==> config.mk <==
export PLATFORM = sky130hd
export DESIGN_NAME = alu_share_ctrl_flat
export DESIGN_NICKNAME = d
export VERILOG_FILES = /design/src/rtl/alu_share_pkg.sv /design/src/rtl/alu_share_ctrl_if.sv /design/src/rtl/rr_pick.sv /design/src/rtl/alu_share_ctrl.sv /design/src/flat_wrapper.sv
export SDC_FILE = /design/constraint.sdc
export NUM_CORES = 1
export LEC_CHECK = 0
export CAP_MARGIN = 40
export CORE_AREA = 5 5 176 178
export CTS_CLUSTER_SIZE = 28
export DETAILED_ROUTE_END_ITERATION = 8
export DIE_AREA = 0 0 181 183
export PLACE_DENSITY = 0.61
export SETUP_SLACK_MARGIN = 0.15
export SYNTH_ARGS = -nofsm -noshare
export SYNTH_HDL_FRONTEND = slang
export SYNTH_HIERARCHICAL = 1
export SYNTH_SLANG_ARGS = --single-unit
==> constraint.sdc <==
create_clock -name clk -period 6.79 [get_ports clk]
set_input_delay 1.0185 -clock clk [delete_from_list [all_inputs] [get_ports clk]]
set_output_delay 1.0185 -clock clk [all_outputs]
set_load 0.005 [all_outputs]
==> src/rtl/alu_share_pkg.sv <==
// Shared types and widths for the ALU sharing controller.
package alu_share_pkg;

  localparam int unsigned ALU_OP_W   = 7;
  localparam int unsigned ALU_DATA_W = 32;
  localparam int unsigned VEC_MODE_W = 2;

  typedef enum logic [1:0] {
    StIdle,
    StExec,
    StResp
  } state_e;

  typedef struct packed {
    logic [ALU_OP_W-1:0]   operator;
    logic [ALU_DATA_W-1:0] op_a;
    logic [ALU_DATA_W-1:0] op_b;
    logic [ALU_DATA_W-1:0] op_c;
    logic [VEC_MODE_W-1:0] vector_mode;
  } alu_req_t;

endpackage

==> src/rtl/alu_share_ctrl_if.sv <==
// ALU-side handshake and data bundle; master is the controller, slave is the ALU.
interface alu_share_ctrl_if;
  import alu_share_pkg::*;

  logic                  enable;
  logic                  ex_ready;
  alu_req_t              req;
  logic [ALU_DATA_W-1:0] result;
  logic                  cmp;
  logic                  ready;

  modport master (output enable, ex_ready, req, input result, cmp, ready);
  modport slave  (input enable, ex_ready, req, output result, cmp, ready);

endinterface

==> src/rtl/rr_pick.sv <==
// Combinational round-robin selector: first valid index at or above ptr_i, with wrap.
module rr_pick #(
  parameter  int unsigned NUM_REQ = 2,
  localparam int unsigned IdxW    = $clog2(NUM_REQ)
) (
  input  logic [NUM_REQ-1:0] valid_i,
  input  logic [IdxW-1:0]    ptr_i,
  output logic [NUM_REQ-1:0] grant_o,
  output logic [IdxW-1:0]    idx_o,
  output logic               any_o
);

  always_comb begin
    int unsigned j;
    grant_o = '0;
    idx_o   = '0;
    any_o   = 1'b0;
    for (int unsigned i = 0; i < NUM_REQ; i++) begin
      j = 32'(ptr_i) + i;
      if (j >= NUM_REQ) j = j - NUM_REQ;
      if (!any_o && valid_i[IdxW'(j)]) begin
        any_o = 1'b1;
        idx_o = IdxW'(j);
      end
    end
    if (any_o) grant_o[idx_o] = 1'b1;
  end

endmodule

==> src/rtl/alu_share_ctrl.sv <==
// Time-shares one ALU among NUM_REQ requesters with round-robin grant and an EXEC watchdog.
// Optional per-requester completion counters: define ALU_SHARE_CTRL_PERF_EN.
module alu_share_ctrl
  import alu_share_pkg::*;
#(
  parameter int unsigned NUM_REQ = 2,
  parameter int unsigned TIMEOUT = 64
) (
  input  logic                             clk,
  input  logic                             rst,
  input  logic [NUM_REQ-1:0]               req_valid_i,
  output logic [NUM_REQ-1:0]               req_ready_o,
  input  logic [NUM_REQ*ALU_OP_W-1:0]      req_operator_i,
  input  logic [NUM_REQ*ALU_DATA_W-1:0]    req_op_a_i,
  input  logic [NUM_REQ*ALU_DATA_W-1:0]    req_op_b_i,
  input  logic [NUM_REQ*ALU_DATA_W-1:0]    req_op_c_i,
  input  logic [NUM_REQ*VEC_MODE_W-1:0]    req_vector_mode_i,
  output logic [NUM_REQ-1:0]               rsp_valid_o,
  input  logic [NUM_REQ-1:0]               rsp_ready_i,
  output logic [ALU_DATA_W-1:0]            rsp_result_o,
  output logic                             rsp_cmp_o,
  output logic                             rsp_err_o,
  alu_share_ctrl_if.master                 alu,
  output logic [NUM_REQ*32-1:0]            perf_cnt_o
);

  localparam int unsigned IdxW = $clog2(NUM_REQ);
  localparam int unsigned WdW  = $clog2(TIMEOUT);
  localparam logic [WdW-1:0] WdogLast = WdW'(TIMEOUT - 1);

  state_e                state_q;
  logic [IdxW-1:0]       rr_ptr_q, owner_q;
  alu_req_t              req_q;
  logic [WdW-1:0]        wdog_q;
  logic [ALU_DATA_W-1:0] result_q;
  logic                  cmp_q, err_q, alu_en_q;
  logic [NUM_REQ-1:0]    rsp_valid_q;

  logic [NUM_REQ-1:0] pick_grant, owner_oh;
  logic [IdxW-1:0]    pick_idx, ptr_next;
  logic               pick_any, rsp_hs;
  alu_req_t           pick_req;

  rr_pick #(.NUM_REQ(NUM_REQ)) u_rr_pick (
    .valid_i (req_valid_i),
    .ptr_i   (rr_ptr_q),
    .grant_o (pick_grant),
    .idx_o   (pick_idx),
    .any_o   (pick_any)
  );

  always_comb begin
    pick_req.operator    = req_operator_i[int'(pick_idx)*ALU_OP_W +: ALU_OP_W];
    pick_req.op_a        = req_op_a_i[int'(pick_idx)*ALU_DATA_W +: ALU_DATA_W];
    pick_req.op_b        = req_op_b_i[int'(pick_idx)*ALU_DATA_W +: ALU_DATA_W];
    pick_req.op_c        = req_op_c_i[int'(pick_idx)*ALU_DATA_W +: ALU_DATA_W];
    pick_req.vector_mode = req_vector_mode_i[int'(pick_idx)*VEC_MODE_W +: VEC_MODE_W];
    ptr_next = (pick_idx == IdxW'(NUM_REQ - 1)) ? '0 : pick_idx + 1'b1;
    owner_oh = NUM_REQ'(1) << owner_q;
    rsp_hs   = (state_q == StResp) && rsp_ready_i[owner_q];
  end

  // Gated by rst so the grant is also quiet while reset is held.
  assign req_ready_o = (state_q == StIdle && !rst) ? pick_grant : '0;

  always_ff @(posedge clk or posedge rst) begin
    if (rst) begin
      state_q     <= StIdle;
      rr_ptr_q    <= '0;
      owner_q     <= '0;
      req_q       <= '0;
      wdog_q      <= '0;
      result_q    <= '0;
      cmp_q       <= 1'b0;
      err_q       <= 1'b0;
      alu_en_q    <= 1'b0;
      rsp_valid_q <= '0;
    end else begin
      case (state_q)
        StIdle: begin
          if (pick_any) begin
            req_q    <= pick_req;
            owner_q  <= pick_idx;
            rr_ptr_q <= ptr_next;
            wdog_q   <= '0;
            alu_en_q <= 1'b1;
            state_q  <= StExec;
          end
        end
        StExec: begin
          // ALU completion takes priority over a coincident watchdog expiry.
          if (alu.ready) begin
            result_q    <= alu.result;
            cmp_q       <= alu.cmp;
            err_q       <= 1'b0;
            alu_en_q    <= 1'b0;
            rsp_valid_q <= owner_oh;
            state_q     <= StResp;
          end else if (wdog_q == WdogLast) begin
            result_q    <= '0;
            cmp_q       <= 1'b0;
            err_q       <= 1'b1;
            alu_en_q    <= 1'b0;
            rsp_valid_q <= owner_oh;
            state_q     <= StResp;
          end else begin
            wdog_q <= wdog_q + 1'b1;
          end
        end
        StResp: begin
          if (rsp_hs) begin
            rsp_valid_q <= '0;
            state_q     <= StIdle;
          end
        end
        default: state_q <= StIdle;
      endcase
    end
  end

  assign alu.enable   = alu_en_q;
  assign alu.ex_ready = alu_en_q;
  assign alu.req      = req_q;
  assign rsp_valid_o  = rsp_valid_q;
  assign rsp_result_o = result_q;
  assign rsp_cmp_o    = cmp_q;
  assign rsp_err_o    = err_q;

`ifdef ALU_SHARE_CTRL_PERF_EN
  logic [NUM_REQ-1:0][31:0] perf_q;

  always_ff @(posedge clk or posedge rst) begin
    if (rst) begin
      perf_q <= '0;
    end else if (rsp_hs && !err_q) begin
      perf_q[owner_q] <= perf_q[owner_q] + 32'd1;
    end
  end

  assign perf_cnt_o = perf_q;
`else
  assign perf_cnt_o = '0;
`endif

endmodule

==> src/flat_wrapper.sv <==
// flat-port wrapper written by rule: the top's interface ports become plain ports
module alu_share_ctrl_flat import alu_share_pkg::*;
#(
  parameter int unsigned NUM_REQ = 2,
  parameter int unsigned TIMEOUT = 64
)
  (clk, rst, req_valid_i, req_ready_o, req_operator_i, req_op_a_i, req_op_b_i, req_op_c_i, req_vector_mode_i, rsp_valid_o, rsp_ready_i, rsp_result_o, rsp_cmp_o, rsp_err_o, perf_cnt_o, alu_enable, alu_ex_ready, alu_req, alu_result, alu_cmp, alu_ready);
  alu_share_ctrl_if alu_i ();
  input  logic clk;
  input  logic rst;
  input  logic [NUM_REQ-1:0] req_valid_i;
  output logic [NUM_REQ-1:0] req_ready_o;
  input  logic [NUM_REQ*ALU_OP_W-1:0] req_operator_i;
  input  logic [NUM_REQ*ALU_DATA_W-1:0] req_op_a_i;
  input  logic [NUM_REQ*ALU_DATA_W-1:0] req_op_b_i;
  input  logic [NUM_REQ*ALU_DATA_W-1:0] req_op_c_i;
  input  logic [NUM_REQ*VEC_MODE_W-1:0] req_vector_mode_i;
  output logic [NUM_REQ-1:0] rsp_valid_o;
  input  logic [NUM_REQ-1:0] rsp_ready_i;
  output logic [ALU_DATA_W-1:0] rsp_result_o;
  output logic rsp_cmp_o;
  output logic rsp_err_o;
  output logic [NUM_REQ*32-1:0] perf_cnt_o;
  output wire logic [$bits(alu_i.enable)-1:0] alu_enable;
  output wire logic [$bits(alu_i.ex_ready)-1:0] alu_ex_ready;
  output wire logic [$bits(alu_i.req)-1:0] alu_req;
  input wire logic [$bits(alu_i.result)-1:0] alu_result;
  input wire logic [$bits(alu_i.cmp)-1:0] alu_cmp;
  input wire logic [$bits(alu_i.ready)-1:0] alu_ready;
  assign alu_enable = alu_i.enable;
  assign alu_ex_ready = alu_i.ex_ready;
  assign alu_req = alu_i.req;
  assign alu_i.result = alu_result;
  assign alu_i.cmp = alu_cmp;
  assign alu_i.ready = alu_ready;
  alu_share_ctrl #(.NUM_REQ(NUM_REQ), .TIMEOUT(TIMEOUT)) u_core (.clk(clk), .rst(rst), .req_valid_i(req_valid_i), .req_ready_o(req_ready_o), .req_operator_i(req_operator_i), .req_op_a_i(req_op_a_i), .req_op_b_i(req_op_b_i), .req_op_c_i(req_op_c_i), .req_vector_mode_i(req_vector_mode_i), .rsp_valid_o(rsp_valid_o), .rsp_ready_i(rsp_ready_i), .rsp_result_o(rsp_result_o), .rsp_cmp_o(rsp_cmp_o), .rsp_err_o(rsp_err_o), .alu(alu_i), .perf_cnt_o(perf_cnt_o));
endmodule
### Yosys cells after proc, flatten, opt, wreduce, memory -nomap -nowiden

Index checks and enable logic that the tools add are counted.

* register bits after elaboration: 152
* input bits: 250
* logic and storage cells: 95

* add/sub/neg operators: 5
* multipliers: 1
* magnitude comparators: 7
* equal/unequal tests: 8
* shifts and indexed selects: 6
* muxes and demuxes: 38
* reductions and logical operators: 16

Operator list (count)
* $shiftx 64x7->32: 3
* $mux 32: 2
* $mux 1: 20
* $mux 6: 3
* $mux 2: 8
* $shiftx 14x5->7: 1
* $pmux 6 s2: 1
* $reduce_and 3->1: 3
* $lt 1x2->1 const B: 4
* $add 6x1->6 const B: 1
* $eq 6x6->1 const B: 1
* $pmux 2 s3: 1
* $reduce_bool 2->1: 3
* $logic_and 1x1->1: 4
* $mul 1x3->4 const B: 1
* $ne 2x1->1 const B: 2
* $ne 2x2->1 const B: 2
* $pmux 2 s2: 1
* $reduce_and 2->1: 2
* $reduce_and 4->1: 1
* $shiftx 4x3->2: 1
* $ne 3x2->1 const B: 1
* $add 1x1->2 const B: 1
* $eq 2x1->1 const B: 1
* other kinds (11): 13

### Longest topological paths before layout

* depth after elaboration: 14
* mapped depth: 8

### Hierarchy

Netlist, hierarchy kept.

By module, submodules not included
* alu_share_ctrl: instances 1, cells an instance 672, area an instance 7206.9 sq um, sequential area each 3803.6 sq um
* rr_pick: instances 1, cells an instance 5, area an instance 32.5 sq um, sequential area each 0.0 sq um

### Least setup slack after synthesis

No wires, ideal clock.

* path type: in2out
* from: in rst
* to: out req_ready_o[0]
* arrival time: 1.301 ns
* data required time: 5.772 ns
* setup slack: 4.471 ns
* stages on the path: 2
* buffers on the path: 0
* path through: nor3_1 -> and2_1

* longest elaborated chain between the ends: 3

RTL lines
* start: declaration: line flat_wrapper.sv:10 `input logic rst;`
* $logic_not 1->1: line alu_share_ctrl.sv:64 `assign req_ready_o = (state_q == StIdle && !rst) ? pick_grant : '0;`
* $logic_and 1x1->1: line alu_share_ctrl.sv:64
* $mux 2: line alu_share_ctrl.sv:64
* end: declaration: line flat_wrapper.sv:12 `output logic [NUM_REQ-1:0] req_ready_o;`

No other way between the ends.

### Worst setup path in the final report

* from: in req_valid_i[0]
* to: out req_ready_o[0]

* longest elaborated chain between the ends: 12
* elaborated cells between the ends (all ways): 17
* those cells by class: order compare: 2; mux: 12; reduce/logical: 3

RTL lines
* start: declaration: line flat_wrapper.sv:11 `input logic [NUM_REQ-1:0] req_valid_i;`
* $mux 1 (not written as such) (2 in series): line rr_pick.sv:21 `if (!any_o && valid_i[IdxW'(j)]) begin`
* $mux 1: line rr_pick.sv:21
* $logic_not 1->1: line rr_pick.sv:21
* $logic_and 1x1->1: line rr_pick.sv:21
* $mux 1: line rr_pick.sv:21
* $lt 1x2->1 (not written as such) or $ge 1x1->1 (tied branches): line rr_pick.sv:26 `if (any_o) grant_o[idx_o] = 1'b1;`
* $logic_and 1x1->1 (not written as such): line rr_pick.sv:26
* $mux 1 (not written as such): line rr_pick.sv:26
* $demux 1 s1: line rr_pick.sv:26
* $mux 2 *: line rr_pick.sv:26
* net u_core.pick_grant[0]: line alu_share_ctrl.sv:39 `logic [NUM_REQ-1:0] pick_grant, owner_oh;`
* $mux 2 *: line alu_share_ctrl.sv:64

Mark *: on every way through the listed nets, which the timed path passes. The rest lies on a longest branch. The select of a mux whose other input is x is not followed.

==> out/qor.yml <==
clkLatencyLatePin_ps: 420
critPathRequiredTime_ps: 5770
criticalPathCategory: "in2out"
grtUsageTotal: 0.134
fp.dieArea_mm2: 0.0331
synthArstFlopShare: 1.00
fmax_mhz: 280
viasPerCell: 4.12
grt_pass1_vias: 6193
skew_ps: 14.2
cts_made_buffers: 17
first_pass_iters: 4
synth.area.top_cells: "dfrtp_1 53%, mux2i_1 15%, o21ai_0 7.4%, buf_4 6.9%, nand2_1 5.7%"
routabilityCongestion: 0.795
arrival_ps: 2550
startpoint_type: "input port"
drcViolationCount: 0
worst_pin_slew_ps: 763
hold_path.class: "reg2reg"
ctsHoldBuffers: 0
routed_wl_um: 23400
cts.path.max_buffers: 2
clk_root_buffer_cell: "clkbuf_16"
drive_gt1_frac: 0.0450
timing.rr.start: "u_core/state_q[0]$_DFFE_PP0P_"
wire_per_inst_um: 16.1
netlist_instances: 677
clk_pin_slew_ps: 60
whs_path_depth: 2
reg2regPathDepth: 4
drv_cap: 0
cts_setup_buffers: 0
synth_edf_count: 0
dp_slack_ps: 3230
clock_sinks: 152
cts_tree: "done"
grt_start_max_net_pins: 135
diodes: 0
period_needed_ps: 3570
htreeDepth: 4
num_io_pins: 459
nFillCells: 2820
finalWorstSetupSlack_ps: 3220
min_from: "u_core/alu.req[41]$_DFFE_PP0P_"
r2r_slack_ps: 4410
power.leakage_nw: 5.16
setup_tns_ps: 0
ys_types: 35
port_buffers: 394
dp_hpwl_um: 17900
crit_start: "req_valid_i[0]"
antenna_found_initial: 0
rows: 63
r2r-end: "u_core/alu.req[37]$_DFFE_PP0P_"
maxSlewViolCount: 0
syn_area_per_cell_um2: 10.7
hold_viol: 0
drt_iter0_drc: 191
status: "complete, no violations"
ys_ff_latch: 152
power_density_mw_per_mm2: 389
grt_pass1_wl_um: 35400
rsz0062_at_grt: "no"
synth_area_mm2: 0.00724
yosysSeqAreaShare: 0.525
synth_top_area_share: 0.525
design.core.area_mm2: 0.0292
hold_path_end: "u_core/alu.req[41]$_DFFE_PP0P_"
vias: 5999
fin_crit_sh: 0.526
die_y_um: 183
start_util: 0.248
ys_warn_count: 6
crit_path_max_fanout: 4
setup-violations-final: 0
nets: 1304
dieWidth_um: 181
overflow: 0
synth_ff_type: "dfrtp_1"
endpoint_kind: "primary output"
slew_headroom: 0.492
yosys.area.top_type: "dfrtp_1"
syn_to_final_growth_pct: 64.1
ant_nets: 0
vdd_drop_max_uv: 197
cts_resized: 0
-- power by group --
| part | switching, mW | internal [mW] |
|---|---|---|
| Clock | 0.431 | 0.597 |
| Sequential | 0.264 | 1.35 |
| Combinational | 0.843 | 1.15 |
| Total | 1.54 | 3.09 |
-- stage by stage --
stage          cell area, µm²  power (mW)  cells  hold WS (ps)   util
2_1_floorplan            7480        2.49    740           470      -
3_3_place_gp            11200        3.62   1423           460  0.384
3_5_place_dp            11200        3.65   1424           469  0.385
4_1_cts                 11900        4.72   1456           484  0.406
5_1_grt                 11900        4.98   1456           507  0.406
6_report                11900        4.63   1456           478  0.406
-- cell usage after synthesis, drive strengths merged, types with 5 or more instances --
cell,n
buf,98
a22o,33
a21oi,6
dfrtp,152
o21ai,110
mux2i,107
clkbuf,10
nor2,7
nand3,5
inv,9
nand2,111
-- flip-flops by register name (all words and copies together), names as in the netlist --
| signal | cells |
|---|---|
| u_core/rr_ptr_q | 1 |
| u_core/alu.req | 105 |
| u_core/alu.enable | 1 |
| u_core/owner_q | 1 |
| u_core/rsp_err_o | 1 |
| u_core/state_q | 2 |
| u_core/rsp_cmp_o | 1 |
| u_core/wdog_q | 6 |
| u_core/rsp_valid_o | 2 |
| u_core/rsp_result_o | 32 |
-- how the worst max path moves through the flow --
stage	cells after the start	endpoint	slack (ps)
2_1_floorplan	1	u_core/alu.enable$_DFFE_PP0P_	1680
3_3_place_gp	4	req_ready_o[0]	3250
3_5_place_dp	4	req_ready_o[0]	3230
4_1_cts	4	req_ready_o[0]	3230
5_1_grt	4	req_ready_o[0]	3160
6_report	4	req_ready_o[0]	3220
-- placed cells by master (no fill, tap or decap), types with 2 or more instances in the layout --
cell,netlist,final
inv_1,9,8
nor3_1,4,4
a21oi_1,6,6
and2_1,3,3
o21ai_1,3,3
a21boi_1,3,2
a211oi_1,2,2
dfrtp_1,152,152
nand3_1,4,4
o2bb2ai_1,3,3
inv_8,0,5
o21ai_0,107,107
inv_6,0,6
mux2i_1,107,107
clkdlybuf4s50_1,0,394
a22o_1,33,33
conb_1,1,64
nor2_1,7,6
nand2_1,110,110
buf_4,67,7
clkbuf_16,0,17
bufinv_16,0,3
-- layer usage --
metal	global-route usage	vias to the layer above	wire, µm
li1	-	2965	-
met2	0.237	242	12000
met4	0.0318	0	233
met5	0	-	0
met1	0.162	2781	9620
met3	0.0407	11	1600
-- area by class of cell --
cell class	instances	area [µm²]	share of cell area
well taps	390	488	0.0411
clock inverters	15	203	0.0171
multi-input cells	471	2900	0.244
clock buffers	17	425	0.0358
repair buffers	402	4020	0.339
inverters	9	38.8	0.00327
flip-flops and latches	152	3800	0.320
-- logic make-up after synthesis --
kind of cell / Yosys count / share of synthesized area
AO/OA/AOI/OAI: 161 / 0.133
flip-flops: 152 / 0.525
AND/OR/NAND/NOR: 137 / 0.0785
buffers and inverters: 117 / 0.111
multiplexers: 108 / 0.149
adder cells (fa/ha/maj): 1 / 0.00173
other: 1 / 0.000518
-- worst max-delay path, cell delays in order --
cell and delay [ps]:
clkdlybuf4s50_1 560, a21boi_1 270, and2_1 170, clkdlybuf4s50_1 540
Power figures use the tool's default switching activity.
